--- src/rtl/image_ctrl.sv ---
// Image controller: tags a raster-order pixel stream with (m, n) coordinates, polices
// frame length against the DMA tlast and forwards beats through a two-entry skid buffer.
module image_ctrl #(
  parameter int unsigned I_DIM  = 8,
  parameter int unsigned M_BITS = 16,
  parameter int unsigned I_BITS = (I_DIM > 1) ? $clog2(I_DIM) : 1
) (
  input  logic                   clk,
  input  logic                   rstn,
  input  logic [M_BITS-1:0]      s_axis_tdata,
  input  logic                   s_axis_tlast,
  input  logic                   s_axis_tvalid,
  output logic                   s_axis_tready,
  output logic [M_BITS-1:0]      img_data,
  output logic [1:0][I_BITS-1:0] img_user,
  output logic                   img_last,
  output logic                   img_valid,
  input  logic                   img_ready,
  output logic                   frame_done,
  output logic                   frame_err,
  input  logic                   err_clr
);

  localparam int unsigned       TagW    = M_BITS + 2 * I_BITS + 1;
  localparam logic [I_BITS-1:0] LastIdx = I_BITS'(I_DIM - 1);
  localparam logic [0:0]        StStream = 1'b0;
  localparam logic [0:0]        StDrop   = 1'b1;

  logic [0:0]        state_q, state_d;
  logic [I_BITS-1:0] m_q, m_d;
  logic [I_BITS-1:0] n_q, n_d;
  logic [1:0]        count_q, count_d;
  logic [TagW-1:0]   ent0_q, ent0_d;
  logic [TagW-1:0]   ent1_q, ent1_d;
  logic              tready_q, tready_d;
  logic              frame_err_q, frame_err_d;
  logic              frame_done_q, frame_done_d;

  logic            in_hs, push, pop, gen_last, err_set;
  logic [TagW-1:0] new_tag;

  // Entry 0 is the head of the FIFO and drives the output directly.
  assign img_valid     = (count_q != 2'd0);
  assign img_data      = ent0_q[TagW-1 -: M_BITS];
  assign img_user      = ent0_q[2*I_BITS:1];
  assign img_last      = ent0_q[0];
  assign s_axis_tready = tready_q;
  assign frame_err     = frame_err_q;
  assign frame_done    = frame_done_q;

  always_comb begin
    state_d      = state_q;
    m_d          = m_q;
    n_d          = n_q;
    count_d      = count_q;
    ent0_d       = ent0_q;
    ent1_d       = ent1_q;
    err_set      = 1'b0;

    in_hs    = s_axis_tvalid && tready_q;
    push     = in_hs && (state_q == StStream);
    pop      = img_valid && img_ready;
    gen_last = (m_q == LastIdx) && (n_q == LastIdx);
    new_tag  = {s_axis_tdata, m_q, n_q, gen_last || s_axis_tlast};

    if (push) begin
      if (gen_last || s_axis_tlast) begin
        m_d     = '0;
        n_d     = '0;
        err_set = gen_last ^ s_axis_tlast;
        // Long frame: swallow everything up to the DMA's own tlast.
        if (gen_last && !s_axis_tlast) begin
          state_d = StDrop;
        end
      end else if (n_q == LastIdx) begin
        n_d = '0;
        m_d = m_q + 1'b1;
      end else begin
        n_d = n_q + 1'b1;
      end
    end else if (in_hs && s_axis_tlast) begin
      state_d = StStream;
      m_d     = '0;
      n_d     = '0;
    end

    if (push && ((count_q == 2'd0) || ((count_q == 2'd1) && pop))) begin
      ent0_d = new_tag;
    end else if (push) begin
      ent1_d = new_tag;
    end else if (pop && (count_q == 2'd2)) begin
      ent0_d = ent1_q;
    end
    count_d = count_q + 2'(push) - 2'(pop);

    frame_err_d  = err_set ? 1'b1 : (err_clr ? 1'b0 : frame_err_q);
    frame_done_d = pop && img_last;
    tready_d     = (state_d == StDrop) || (count_d < 2'd2);
  end

  always_ff @(posedge clk) begin
    if (!rstn) begin
      state_q      <= StStream;
      m_q          <= '0;
      n_q          <= '0;
      count_q      <= '0;
      ent0_q       <= '0;
      ent1_q       <= '0;
      tready_q     <= 1'b0;
      frame_err_q  <= 1'b0;
      frame_done_q <= 1'b0;
    end else begin
      state_q      <= state_d;
      m_q          <= m_d;
      n_q          <= n_d;
      count_q      <= count_d;
      ent0_q       <= ent0_d;
      ent1_q       <= ent1_d;
      tready_q     <= tready_d;
      frame_err_q  <= frame_err_d;
      frame_done_q <= frame_done_d;
    end
  end

endmodule

--- config.mk ---
export PLATFORM = sky130hd
export DESIGN_NAME = image_ctrl
export DESIGN_NICKNAME = d
export VERILOG_FILES = /design/src/rtl/image_ctrl.sv
export SDC_FILE = /design/constraint.sdc
export NUM_CORES = 1
export LEC_CHECK = 0
export BUFFER_PORTS_ARGS = -buffer_cell sky130_fd_sc_hd__buf_2
export CORE_ASPECT_RATIO = 0.6
export CORE_MARGIN = 2
export CORE_UTILIZATION = 45
export DETAILED_ROUTE_END_ITERATION = 7
export PLACE_DENSITY = 0.67
export SKIP_LAST_GASP = 1
export SLEW_MARGIN = 10
export SYNTH_ARGS = -nofsm -noshare
export SYNTH_HDL_FRONTEND = slang
export SYNTH_SLANG_ARGS = --single-unit
--- constraint.sdc ---
create_clock -name clk -period 2 [get_ports clk]
set_input_delay 0.2 -clock clk [delete_from_list [all_inputs] [get_ports clk]]
set_output_delay 0.2 -clock clk [all_outputs]
set_load 0.02 [all_outputs]
==> results of run 1 <==
==> cells in the mapped netlist (all sizes together), types with 3 or more instances <==
cell type / number
a21oi: 48
nor2: 8
buf: 15
clkbuf: 5
dfxtp: 58
nand3: 24
ha: 7
inv: 3
a22oi: 22
and2: 3
nand2: 52
==> flip-flops by register name, summed over array words and instances (netlist names) <==
name,cells
m_q,3
state_q,1
ent1_q,23
count_q,2
ent0_q,23
frame_done,1
s_axis_tready,1
n_q,3
frame_err,1
==> what timing repair did <==
action                                 CTS  global route
resized for setup                        0             2
endpoints found under the hold margin    0             0
setup buffers                            0             0
setup endpoints to repair                0             2
==> final cells by class <==
cell class	count	area (sq um)
sequential	58	1160
clock inverter	6	57.6
clock buffer	10	128
inverter	4	15.0
timing repair buffer	60	368
fill	524	2460
tap	80	100
multi-input combinational	190	1250
==> where the power goes <==
group	internal [mW]	total (mW)	switching, mW
combinational	0.361	0.976	0.616
clock	0.566	1.03	0.467
sequential	1.27	1.36	0.0804
total	2.20	3.36	1.16
==> worst reg2reg max path, delay by kind of cell, from the launching register on <==
kind	cells	cell delay [ns]
flops	1	0.39
buf+inv	1	0.17
fa+ha+maj	3	0.58
simple gates	2	0.19
compound gates	2	0.37
==> per-layer routing <==
metal,vias to the layer above,part of all wire [%]
met5,-,0
met4,0,2.1
met3,8,5.6
met2,62,41
met1,950,51
li1,1055,-
==> final timing paths <==
kind                          from         end  slack (ns)
setup / recovery            n_q[0]      m_q[0]        0.18
hold / removal    s_axis_tdata[10]  ent1_q[17]         0.1
setup reg to reg            n_q[0]      m_q[0]        0.18
hold reg to reg          ent1_q[1]   ent1_q[1]        0.46
==> cells by family after synthesis <==
| family | after synthesis | synth area share, % |
|---|---|---|
| AND/OR/NAND/NOR | 99 | 21.9 |
| multiplexers | 1 | 0.391 |
| XOR/XNOR | 3 | 1.03 |
| AO/OA/AOI/OAI | 80 | 21.6 |
| adder cells (fa/ha/maj) | 7 | 3.42 |
| buffers and inverters | 24 | 6.30 |
| flip-flops | 58 | 45.3 |
==> reports/qor.txt, run 1 <==
Top area cells in the synthesized netlist -> dfxtp_1 (45%), nand3_2 (7.8%), nand2_1 (7.6%)
Final WS setup -> 0.185 ns
Vias per cell -> 5.09
Mapped cell area -> 2560 sq um
CP Cell Sequence -> ha_1, ha_1, nand2_1, ha_1, a221oi_2, buf_4, nand3b_1, o31ai_2
Slowest CP cell -> dfxtp_1
Design area -> 3080 sq um
Routing usage on met2 -> 26.4%
Biggest cell delay along the critical path -> 0.39 ns
Die Wd -> 101 microns
RePlAce Congestion -> 0.808
Crit. path cell count -> 8
Die Ht -> 62.4 microns
Most common cell after layout, fill and taps aside -> dfxtp_1
H-Tree Depth -> 3
Cell Pwr Density -> 1090 nW/um^2
Die area -> 6330 sq um
Layout area overhead -> 20.4%
First-pass DRT Iterations -> 4
Worst min-delay path category -> in2reg
Yosys cell types -> 39
Antenna-violating nets left -> 0
Buf/Inv on CP -> 1
GRT Util Overall -> 19.2%
Core Area -> 5540 sq um
M1 GR Usage -> 27.4%
Top-area cell type share of the netlist area -> 45.3%
Cell family with most CP delay -> adder cells
Num CTS Buffers -> 9
Setup crit start kind -> flip-flop
Reg clk slew, reported paths -> 0.07 ns
CP arrival -> 2.05 ns
WS Path Type -> reg2reg
Max Cap Viol -> 0
Top Usage Layer GRT -> met1
Vias in the first global route -> 1945
Fmax -> 551 MHz
Reg2reg path depth -> 8
Worst-skew pair later-pin latency -> 0.35 ns
Synthesis warning total -> 0
Yosys reg bits -> 58
Top Ports -> 49
Hold path cells -> 3
Routed length per instance -> 13.6 microns
Fin. Hold Viols -> 0
Largest net degree at the start of global routing -> 45
Initial Utilization -> 46.2%
Number of remaining DRC errors -> 0
CP Capture Type -> flip-flop
Dpl cell area -> 2890 sq um
Status -> complete, no violations
WP data required -> 2.23 ns
ANT cells -> 0
Post-synth EDFFs -> 0
Wire length of the first global-routing pass -> 9310 microns
Post-synth net total -> 301
Most used cell, CP -> ha_1
# port buffers -> 48
Max clock buf depth -> 2
Commonest non-fill, non-tap cells in the layout -> dfxtp_1 (58), nand2_1 (52), buf_2 (48), a21oi_1 (28), a22oi_1 (22)
Synthesized instance count -> 272
Hold WS -> 0.0958 ns
Final wirelength -> 5540 microns
CTS Root Cell -> clkbuf_8
Detailed Place HPWL -> 3710 microns
Final core occ -> 55.6%
Hold Buf Count CTS -> 0
Relative slew margins -> 36.8%
Fin crit share -> 90.8%
Met3 Use GR -> 7.72%
Cells after DPL -> 392
Layout cells sized above 1 -> 37.5%
CTS tree -> done
Seq/Total Area, Yosys -> 45.3%
Ys async rst share -> 0%
Synth Flop Type -> dfxtp_1
Final Total Pwr -> 3.36 mW
RSZ-0062 raised after global routing -> no
Number of nets in the layout -> 352
Setup WS pre-CTS -> 0.134 ns
DR vias -> 2075
Slew Viols, Final -> 0
Maximum VDD drop -> 0.000637 V
Row cnt -> 21
Crit-path max FO -> 4
Endpoints failing setup -> 0
Clock Sinks -> 58
Tmin final -> 1.82 ns
Initial drt markers -> 111
LEAKAGE -> 1.17 nW
Number of antenna violations at the first check in global routing -> 0
Final std cells w/o fill -> 408
Mean post-synth cell area -> 9.42 sq um
Post-route clock skew -> 0.00794 ns
Final setup TNS -> 0 ns
Grt total ovfl -> 0
Area leader, netlist -> dfxtp_1
Tightest Pin Transition -> 0.948 ns
Power figures use the tool's default switching activity.
==> inputs of run 2 (changes only) <==
==> constraint.sdc (replaced) <==
create_clock -name clk -period 2.1 [get_ports clk]
set_input_delay 0.21 -clock clk [delete_from_list [all_inputs] [get_ports clk]]
set_output_delay 0.21 -clock clk [all_outputs]
set_load 0.02 [all_outputs]
==> run 2 against run 1 <==
Net effect: critical path depth decreased by 1; sequential share of layout area increased by 0.50 points; die area unchanged; clock power decreased by 9.7%; first-iteration DRC count decreased by 9.0%; final area decreased by 1.3%; clock skew decreased by 0.0031 ns; combinational power decreased by 7.3%; clock-buffer cell count increased by 4; sequential cell count unchanged.
==> reports/qor.txt, run 2 (synthesis results as in run 1) <==
Status -> complete, no violations
RSZ-0062 raised after global routing -> no
LEAKAGE -> 1.16 nW (-1.1%)
Wire length of the first global-routing pass -> 9230 microns (-0.82%)
Total setup buffers inserted after CTS -> 0 (unchanged)
Endpoints failing setup -> 0 (unchanged)
Num CTS Buffers -> 9 (unchanged)
Number of nets in the layout -> 351 (-0.28%)
Fin crit share -> 87.8% (-2.9 points)
Vias per cell -> 5.13 (+0.78%)
H-Tree Depth -> 3 (unchanged)
Routed length per instance -> 13.9 microns (+2.3%)
Final core occ -> 54.9% (-0.72 points)
Slowest CP cell -> dfxtp_1
Final setup TNS -> 0 ns (unchanged)
Design area -> 3040 sq um (-1.3%)
Hold path cells -> 3 (unchanged)
Fmax -> 542 MHz (-1.6%)
Top Ports -> 49 (unchanged)
RePlAce Congestion -> 0.824 (+2.0%)
Final WS setup -> 0.255 ns (+0.0705 ns)
CTS tree -> done
Hold Buf Count CTS -> 0 (unchanged)
Final std cells w/o fill -> 407 (-0.25%)
Tightest Pin Transition -> 0.933 ns (-0.0152 ns)
Dpl cell area -> 2850 sq um (-1.1%)
WS Path Type -> reg2reg
ANT cells -> 0 (unchanged)
CTS resizes -> 0 (unchanged)
Row cnt -> 21 (unchanged)
Commonest non-fill, non-tap cells in the layout -> dfxtp_1 (58), nand2_1 (52), buf_2 (48), a21oi_1 (28), a22oi_1 (22)
Die Wd -> 101 microns (unchanged)
Clock Sinks -> 58 (unchanged)
Biggest cell delay along the critical path -> 0.39 ns (about the same)
Initial Utilization -> 46.2% (unchanged)
Die area -> 6330 sq um (unchanged)
Number of remaining DRC errors -> 0 (unchanged)
CTS Root Cell -> clkbuf_8
Grt total ovfl -> 0 (unchanged)
Relative slew margins -> 37.8% (+1.0 points)
Vias in the first global route -> 1902 (-2.2%)
DR vias -> 2086 (+0.53%)
GRT Util Overall -> 18.7% (-0.51 points)
Reg2reg path depth -> 7 (-1)
First-pass DRT Iterations -> 5 (+1)
Core Area -> 5540 sq um (unchanged)
Most used cell, CP -> ha_1
Layout area overhead -> 18.8%
CP arrival -> 2.09 ns (+0.04 ns)
Worst-skew pair later-pin latency -> 0.33 ns (-0.02 ns)
Maximum VDD drop -> 0.000684 V (+7.4%)
Fin. Hold Viols -> 0 (unchanged)
Post-route clock skew -> 0.00488 ns (-0.00306 ns)
Most common cell after layout, fill and taps aside -> dfxtp_1
Cells after DPL -> 391 (-0.26%)
Detailed Place HPWL -> 3830 microns (+3.1%)
Worst min-delay path category -> in2reg
Initial drt markers -> 101 (-9.0%)
Slew Viols, Final -> 0 (unchanged)
Die Ht -> 62.4 microns (unchanged)
CP Cell Sequence -> ha_1, ha_1, nand2_1, ha_1, a221oi_2, nand3_1, o31ai_1
Setup crit start kind -> flip-flop
Antenna-violating nets left -> 0 (unchanged)
Setup WS pre-CTS -> 0.183 ns (+0.0491 ns)
Final wirelength -> 5650 microns (+2.0%)
Cell Pwr Density -> 1030 nW/um^2 (-5.8%)
Top Registers -> ent0_q x23, ent1_q x23
Max Cap Viol -> 0 (unchanged)
Fillers -> 528 (+0.76%)
Max clock buf depth -> 2 (unchanged)
Crit-path max FO -> 5 (+1)
Reg clk slew, reported paths -> 0.06 ns (about the same)
Layout cells sized above 1 -> 36.7% (-0.80 points)
CP Capture Type -> flip-flop
Tmin final -> 1.84 ns (+0.0295 ns)
Largest net degree at the start of global routing -> 44 (-2.2%)
WP data required -> 2.35 ns (+0.12 ns)
# port buffers -> 48 (unchanged)
Number of antenna violations at the first check in global routing -> 0 (unchanged)
[run 2: per-stage QoR]
step,power (mW),hold WS [ns]
after floorplan,2.00,0.346
after global placement,2.21,0.442
after detailed placement,2.22,0.447
after CTS,3.17,0.105
after global routing,3.31,0.117
final,3.13,0.127
[run 2: cell type report]
cell class              count  area (sq um)  share of cell area (%)
multi-input cells         190          1250                    41.0
flip-flops and latches     58          1160                    38.2
repair buffers             59           335                    11.0
inverters                   4          15.0                   0.493
well taps                  80           100                    3.29
clock buffers              14           173                    5.67
clock inverters             2          10.0                   0.329
[run 2: power breakdown]
| group | switching [mW] | internal, mW | total, mW |
|---|---|---|---|
| registers | 0.0791 | 1.21 | 1.29 |
| clock network | 0.409 | 0.522 | 0.930 |
| logic | 0.583 | 0.322 | 0.905 |
[run 2: critical path, delay by kind of cell (launching register included)]
family | cells | cell delay (ns)
compound gates | 2 | 0.51
fa+ha+maj | 3 | 0.61
flops | 1 | 0.39
simple gates | 2 | 0.23
[run 2: worst paths after layout]
kind	start	slack, ns	end
setup / recovery	n_q[0]	0.26	m_q[0]
hold / removal	s_axis_tdata[9]	0.13	ent1_q[16]
setup reg to reg	n_q[0]	0.26	m_q[0]
hold reg to reg	ent1_q[21]	0.46	ent1_q[21]
[run 2: metal layers]
layer,GRT usage (%),routed length (microns)
met5,0,0
met4,6.59,63
met3,6.04,320
met2,25.2,2390
met1,27.7,2880
